==> src/rtl/ad_spi_pkg.sv <==
// Shared definitions for the AD79xx/AD55xx SPI converter blocks:
// FSM state encoding, default 100 MHz timing and the sample formatter.
package ad_spi_pkg;

  typedef enum logic [1:0] {
    ST_IDLE = 2'd0,
    ST_CONV = 2'd1,
    ST_READ = 2'd2,
    ST_DONE = 2'd3
  } spi_state_t;

  localparam int SCLK_DIV_100M    = 2;
  localparam int CONV_CYCLES_100M = 71;
  localparam int SAMPLE_DIV_100M  = 200;
  localparam int SAMPLE_BITS      = 16;

  // Straight binary to two's complement is just an MSB flip.
  function automatic logic [SAMPLE_BITS-1:0] format_sample(
    input logic [SAMPLE_BITS-1:0] raw,
    input logic                   to_signed
  );
    format_sample = to_signed ? {~raw[SAMPLE_BITS-1], raw[SAMPLE_BITS-2:0]} : raw;
  endfunction

endpackage

==> src/rtl/spi_sclk_gen.sv <==
// SPI serial clock generator: sclk idles low, toggles every SCLK_DIV cycles
// while run is high, and flags the cycle whose edge drives each transition.
module spi_sclk_gen #(
  parameter int SCLK_DIV = 2
) (
  input  logic clk,
  input  logic rst,
  input  logic run,
  output logic sclk,
  output logic rise_strobe,
  output logic fall_strobe
);

  localparam int DW = (SCLK_DIV > 1) ? $clog2(SCLK_DIV) : 1;
  localparam logic [DW-1:0] DIV_LAST = DW'(SCLK_DIV - 1);

  logic [DW-1:0] div_cnt;
  logic          half_done;

  assign half_done   = run && (div_cnt == DIV_LAST);
  assign rise_strobe = half_done && !sclk;
  assign fall_strobe = half_done && sclk;

  // Holding the divider cleared while idle restarts it on every rising run.
  always_ff @(posedge clk) begin
    if (rst || !run) begin
      div_cnt <= '0;
      sclk    <= 1'b0;
    end else if (half_done) begin
      div_cnt <= '0;
      sclk    <= ~sclk;
    end else begin
      div_cnt <= div_cnt + DW'(1);
    end
  end

endmodule

==> src/rtl/ad7980_axis_source_sar.sv <==
// AD7980-class SAR ADC reader (3-wire CS mode) presenting one 16-bit sample
// per sample period as an AXI-Stream master with a one-entry output register.
module ad7980_axis_source_sar
  import ad_spi_pkg::*;
#(
  parameter int SCLK_DIV    = SCLK_DIV_100M,
  parameter int SAMPLE_DIV  = SAMPLE_DIV_100M,
  parameter int CONV_CYCLES = CONV_CYCLES_100M,
  parameter bit SIGNED_OUT  = 1'b1
) (
  input  logic        clk,
  input  logic        rst,
  input  logic        enable,
  output logic        adc_cnv,
  output logic        adc_sclk,
  input  logic        adc_sdo,
  output logic [15:0] m_axis_tdata,
  output logic        m_axis_tvalid,
  input  logic        m_axis_tready,
  output logic [15:0] overrun_cnt,
  output logic        busy
);

  localparam int PW = $clog2(SAMPLE_DIV);
  localparam int CW = (CONV_CYCLES > 1) ? $clog2(CONV_CYCLES + 1) : 1;
  localparam logic [PW-1:0] PERIOD_LAST = PW'(SAMPLE_DIV - 1);
  localparam logic [CW-1:0] CONV_LOAD   = CW'(CONV_CYCLES - 1);

  if (SAMPLE_DIV < CONV_CYCLES + 32 * SCLK_DIV + 4) begin : g_bad_sample_div
    $error("SAMPLE_DIV too short for one conversion plus a 16-bit read");
  end
  if (SCLK_DIV < 1 || CONV_CYCLES < 1) begin : g_bad_timing
    $error("SCLK_DIV and CONV_CYCLES must be at least 1");
  end

  spi_state_t    state, next_state;
  logic [PW-1:0] period_cnt;
  logic [CW-1:0] conv_cnt;
  logic [15:0]   shift_reg;
  logic [4:0]    bit_cnt;
  logic          read_done;
  logic          sample_tick;
  logic          sclk_rise, sclk_fall;
  logic          out_free, load_sample, drop_sample;

  assign sample_tick = (period_cnt == '0) && enable;
  assign busy        = (state != ST_IDLE);
  assign out_free    = !m_axis_tvalid || m_axis_tready;
  assign load_sample = (state == ST_DONE) && out_free;
  assign drop_sample = (state == ST_DONE) && !out_free;

  spi_sclk_gen #(
    .SCLK_DIV(SCLK_DIV)
  ) u_sclk (
    .clk        (clk),
    .rst        (rst),
    .run        (state == ST_READ),
    .sclk       (adc_sclk),
    .rise_strobe(sclk_rise),
    .fall_strobe(sclk_fall)
  );

  always_ff @(posedge clk) begin
    if (rst) state <= ST_IDLE;
    else     state <= next_state;
  end

  // read_done marks the first low cycle after the 16th SCLK pulse.
  always_comb begin
    next_state = state;
    case (state)
      ST_IDLE: if (sample_tick)     next_state = ST_CONV;
      ST_CONV: if (conv_cnt == '0)  next_state = ST_READ;
      ST_READ: if (read_done)       next_state = ST_DONE;
      ST_DONE:                      next_state = ST_IDLE;
      default:                      next_state = ST_IDLE;
    endcase
  end

  always_ff @(posedge clk) begin
    if (rst) begin
      period_cnt <= '0;
      conv_cnt   <= '0;
      shift_reg  <= '0;
      bit_cnt    <= '0;
      read_done  <= 1'b0;
      adc_cnv    <= 1'b0;
    end else begin
      period_cnt <= (period_cnt == PERIOD_LAST) ? '0 : period_cnt + PW'(1);
      read_done  <= (state == ST_READ) && sclk_fall && (bit_cnt == '0);
      case (state)
        ST_IDLE: begin
          if (sample_tick) begin
            adc_cnv  <= 1'b1;
            conv_cnt <= CONV_LOAD;
          end
        end
        ST_CONV: begin
          if (conv_cnt == '0) begin
            adc_cnv <= 1'b0;
            bit_cnt <= 5'd16;
          end else begin
            conv_cnt <= conv_cnt - CW'(1);
          end
        end
        ST_READ: begin
          // SDO changes on SCLK falling edges, so capture as SCLK is driven high.
          if (sclk_rise && bit_cnt != '0) begin
            shift_reg <= {shift_reg[14:0], adc_sdo};
            bit_cnt   <= bit_cnt - 5'd1;
          end
        end
        default: ;
      endcase
    end
  end

  always_ff @(posedge clk) begin
    if (rst) begin
      m_axis_tdata  <= '0;
      m_axis_tvalid <= 1'b0;
      overrun_cnt   <= '0;
    end else begin
      if (load_sample) begin
        m_axis_tdata  <= format_sample(shift_reg, SIGNED_OUT);
        m_axis_tvalid <= 1'b1;
      end else if (m_axis_tvalid && m_axis_tready) begin
        m_axis_tvalid <= 1'b0;
      end
      if (drop_sample && overrun_cnt != 16'hFFFF) begin
        overrun_cnt <= overrun_cnt + 16'd1;
      end
    end
  end

endmodule

==> config.mk <==
export PLATFORM = sky130hd
export DESIGN_NAME = ad7980_axis_source_sar
export DESIGN_NICKNAME = d
export VERILOG_FILES = /design/src/rtl/ad_spi_pkg.sv /design/src/rtl/spi_sclk_gen.sv /design/src/rtl/ad7980_axis_source_sar.sv
export SDC_FILE = /design/constraint.sdc
export NUM_CORES = 1
export LEC_CHECK = 0
export BUFFER_PORTS_ARGS = -buffer_cell sky130_fd_sc_hd__buf_4
export CORE_MARGIN = 3
export CORE_UTILIZATION = 45
export CTS_BUF_LIST = sky130_fd_sc_hd__clkbuf_4 sky130_fd_sc_hd__clkbuf_8
export CTS_CLUSTER_DIAMETER = 120
export DETAILED_ROUTE_END_ITERATION = 10
export GPL_TIMING_DRIVEN = 0
export PLACE_DENSITY_LB_ADDON = 0.1
export SYNTH_ARGS = -nofsm -noshare
export SYNTH_HDL_FRONTEND = slang
export SYNTH_HIERARCHICAL = 1
export SYNTH_SLANG_ARGS = --single-unit
==> constraint.sdc <==
create_clock -name clk -period 5.1 [get_ports clk]
set_input_delay 0.51 -clock clk [delete_from_list [all_inputs] [get_ports clk]]
set_output_delay 0.51 -clock clk [all_outputs]
set_load 0.005 [all_outputs]
==> impl_metrics.json <==
{
  "cts-resized-gates": 0,
  "worst_slack_ps": 2980,
  "ctsHtreeMaxLevel": 3,
  "area_delta_synth_final_pct": 18.5,
  "worstRegToRegCells": 9,
  "avgViaCountPerCell": 5.38,
  "route.vias.total": 3001,
  "clock.fmax_mhz": 472,
  "hp-start": "adc_sdo",
  "synth_area_leaders": "dfxtp_1 (44%), nand2_1 (7.9%), a21oi_1 (6.6%)",
  "grt_pass1_vias": 2751,
  "gr-total-overflow": 0,
  "async_flop_share_pct": 0,
  "yosys_most_used_dff": "dfxtp_1",
  "hold_viol_final": 0,
  "cts_buffers": 9,
  "hp-class": "in2reg",
  "hold_buffers": 0,
  "drtIter0Drc": 145,
  "cp_data_arrival_time_ps": 2400,
  "hpwl_microns": 5300,
  "rsz0062_at_grt": "false",
  "met1_usage_pct": 24.7,
  "seq_area_sq_um": 1500,
  "final_nets": 469,
  "final_util_pct": 55.4,
  "finalClockSkew_ps": 12.9,
  "tns_ps": 0,
  "ys_ff_latch": 75,
  "critPathLaunchType": "flip-flop",
  "multi_input_area_sq_um": 1760,
  "min_to": "shift_reg[0]",
  "place.gp.congestion": 0.826,
  "tightestPinTransition_ps": 664,
  "final_cells": 558,
  "gr-usage-all-layers_pct": 18.4,
  "synth_top_area_share_pct": 44.0,
  "cts_tree": "yes",
  "cts_sinks": 75,
  "drv_cap": 0,
  "yosys.cell_types.count": 58,
  "ant_nets": 0,
  "core_sq_um": 7290,
  "dr.pass1.iters": 4,
  "die_y_microns": 93.1,
  "grt_util_met2_pct": 28.7,
  "port_buffers": 40,
  "netlist_instances": 403,
  "hold_path_depth": 3,
  "antenna_cells": 0,
  "peakVddDrop_mv": 0.166,
  "fp-row-count": 31,
  "slew_viol_final": 0,
  "cts_setup_buffers": 0,
  "path_clk_slew_ps": 80,
  "start_util_pct": 46.8,
  "seq_area_frac_synth_pct": 44.0,
  "nFillCells": 728,
  "fin_crit_ps": 2120,
  "grt_pass1_wl_microns": 12900,
  "drc": 0,
  "crit_fanout": 8,
  "clockBufferDepth": 2,
  "crit_type": "reg2reg",
  "leakage_nw": 1.49,
  "end_kind": "flip-flop",
  "cp.required_ps": 5390,
  "io_pins": 41,
  "pwr_density_cell_nw_per_um2": 360,
  "grt_max_degree": 16,
  "r2r_slack_ps": 2980,
  "layout-drive-gt1-share_pct": 18.1,
  "routedWlPerCell_microns": 13.7,
  "antenna_found_initial": 0,
  "final-setup-viol-count": 0,
  "syn-num-nets": 418,
  "synth_area_sq_um": 3410,
  "slew_headroom_pct": 55.5,
  "top_usage_layer": "met2",
  "fin_crit_sh_pct": 41.5,
  "routed_wl_microns": 7620,
  "yosysWarnings": 6,
  "insertion_delay_ps": 360,
  "cts_root_buffer": "clkbuf_8",
  "holdWs_ps": 412,
  "placed_cells_incl_taps": 542,
  "die_area_sq_um": 8660,
  "r2r_end": "bit_cnt[1]",
  "synth_edf_count": 0,
  "grt_util_met3_pct": 3.46,
  "yosysTopAreaCell": "dfxtp_1",
  "r2r-start": "state[0]",
  "fp.dieW_microns": 93.1,
  "dp_slack_ps": 3000,
  "synth.avg_cell_area_sq_um": 8.46,
  "outcome": "complete, no violations"
}
-- critical path, stage by stage, from the launching register on --
cell	delay, ps
dfxtp_1	350
inv_1	90
ha_1	300
nand2_1	80
nor2_1	100
nand2_1	100
or2_2	300
buf_2	160
or4_1	410
a21oi_1	150
-- synthesized netlist by cell type, drive strengths merged, types with 4 or more instances --
library cell	count
inv	18
o31ai	8
nor2b	7
nor3	10
ha	10
nor2	31
and3	4
a31oi	8
mux2	7
buf	5
and2	5
a311oi	4
clkbuf	13
a211oi	5
xor2	4
a31o	4
nand4	6
nand3	11
nand2b	6
nand2	72
or4	5
dfxtp	75
a21oi	45
-- power by group --
group | internal, W | switching, W | total, W
logic | 0.000133 | 0.000186 | 0.000319
registers | 0.000618 | 0.0000371 | 0.000656
clock network | 0.000233 | 0.000246 | 0.000480
total | 0.000985 | 0.000470 | 0.00145
-- how the worst max path moves through the flow --
stage	endpoint	cells after the start	slack, ps	from
global placement	bit_cnt[1]	9	3060	state[0]
global route	bit_cnt[1]	9	2790	state[0]
floorplan	bit_cnt[1]	9	3230	state[0]
CTS	bit_cnt[1]	9	2980	state[0]
detailed placement	bit_cnt[1]	9	3000	state[0]
finish	bit_cnt[1]	9	2980	state[0]
-- layer usage --
layer,part of all wire [%],vias up
li1,-,1528
met1,49,1410
met2,45,49
met3,3.9,14
met4,1.9,0
met5,0,-
-- placed cells by master (no fill, tap or decap), drive strengths merged, types with 2 or more instances in the layout --
cell type / Yosys / final
xor2: 4 / 4
mux2: 7 / 7
or4: 5 / 5
nand4b: 2 / 2
a21oi: 45 / 45
xnor2: 3 / 3
nor2b: 7 / 7
nand4: 6 / 6
nand2b: 6 / 6
nor4b: 2 / 2
nand3: 11 / 11
nor2: 31 / 31
clkinvlp: 0 / 2
nand2: 72 / 72
inv: 18 / 21
ha: 10 / 10
a211oi: 5 / 5
a31oi: 8 / 8
a41oi: 2 / 2
a311oi: 4 / 4
and4: 3 / 3
o21a: 3 / 3
a31o: 4 / 4
and3: 4 / 4
o311ai: 2 / 2
nor3: 10 / 10
o21ai: 3 / 3
and2: 5 / 5
clkbuf: 13 / 22
dfxtp: 75 / 75
buf: 5 / 45
nor4: 3 / 3
o31ai: 8 / 8
or3: 2 / 2
-- area by class of cell --
type / count / area share (%)
Inverter: 18 / 1.67
Clock buffer: 9 / 3.07
Multi-Input combinational cell: 292 / 43.6
Clock inverter: 7 / 2.04
Timing Repair Buffer: 40 / 7.43
Tap cell: 99 / 3.07
Buffer: 18 / 1.98
Sequential cell: 75 / 37.2
-- kinds of logic (layout without fill, tap and decap cells) --
| kind of cell | Yosys count | in the layout | share of synthesized area [%] |
|---|---|---|---|
| and+or+nand+nor | 174 | 174 | 25.9 |
| AOI/OAI and AO/OA | 93 | 93 | 17.6 |
| DFF | 75 | 75 | 44.0 |
| buffers and inverters | 36 | 92 | 4.33 |
| adders and majority gates | 10 | 10 | 3.67 |
| muxes | 8 | 8 | 2.60 |
| xor gates and xnor gates | 7 | 7 | 1.80 |
-- through the flow --
stage / total power [W] / instance area [sq um]
2_1_floorplan: 0.000896 / 3410
3_3_place_gp: 0.000980 / 3830
3_5_place_dp: 0.000986 / 3830
4_1_cts: 0.00146 / 4040
5_1_grt: 0.00153 / 4040
6_report: 0.00145 / 4040
Note: power is estimated with default switching activity, not from simulation.
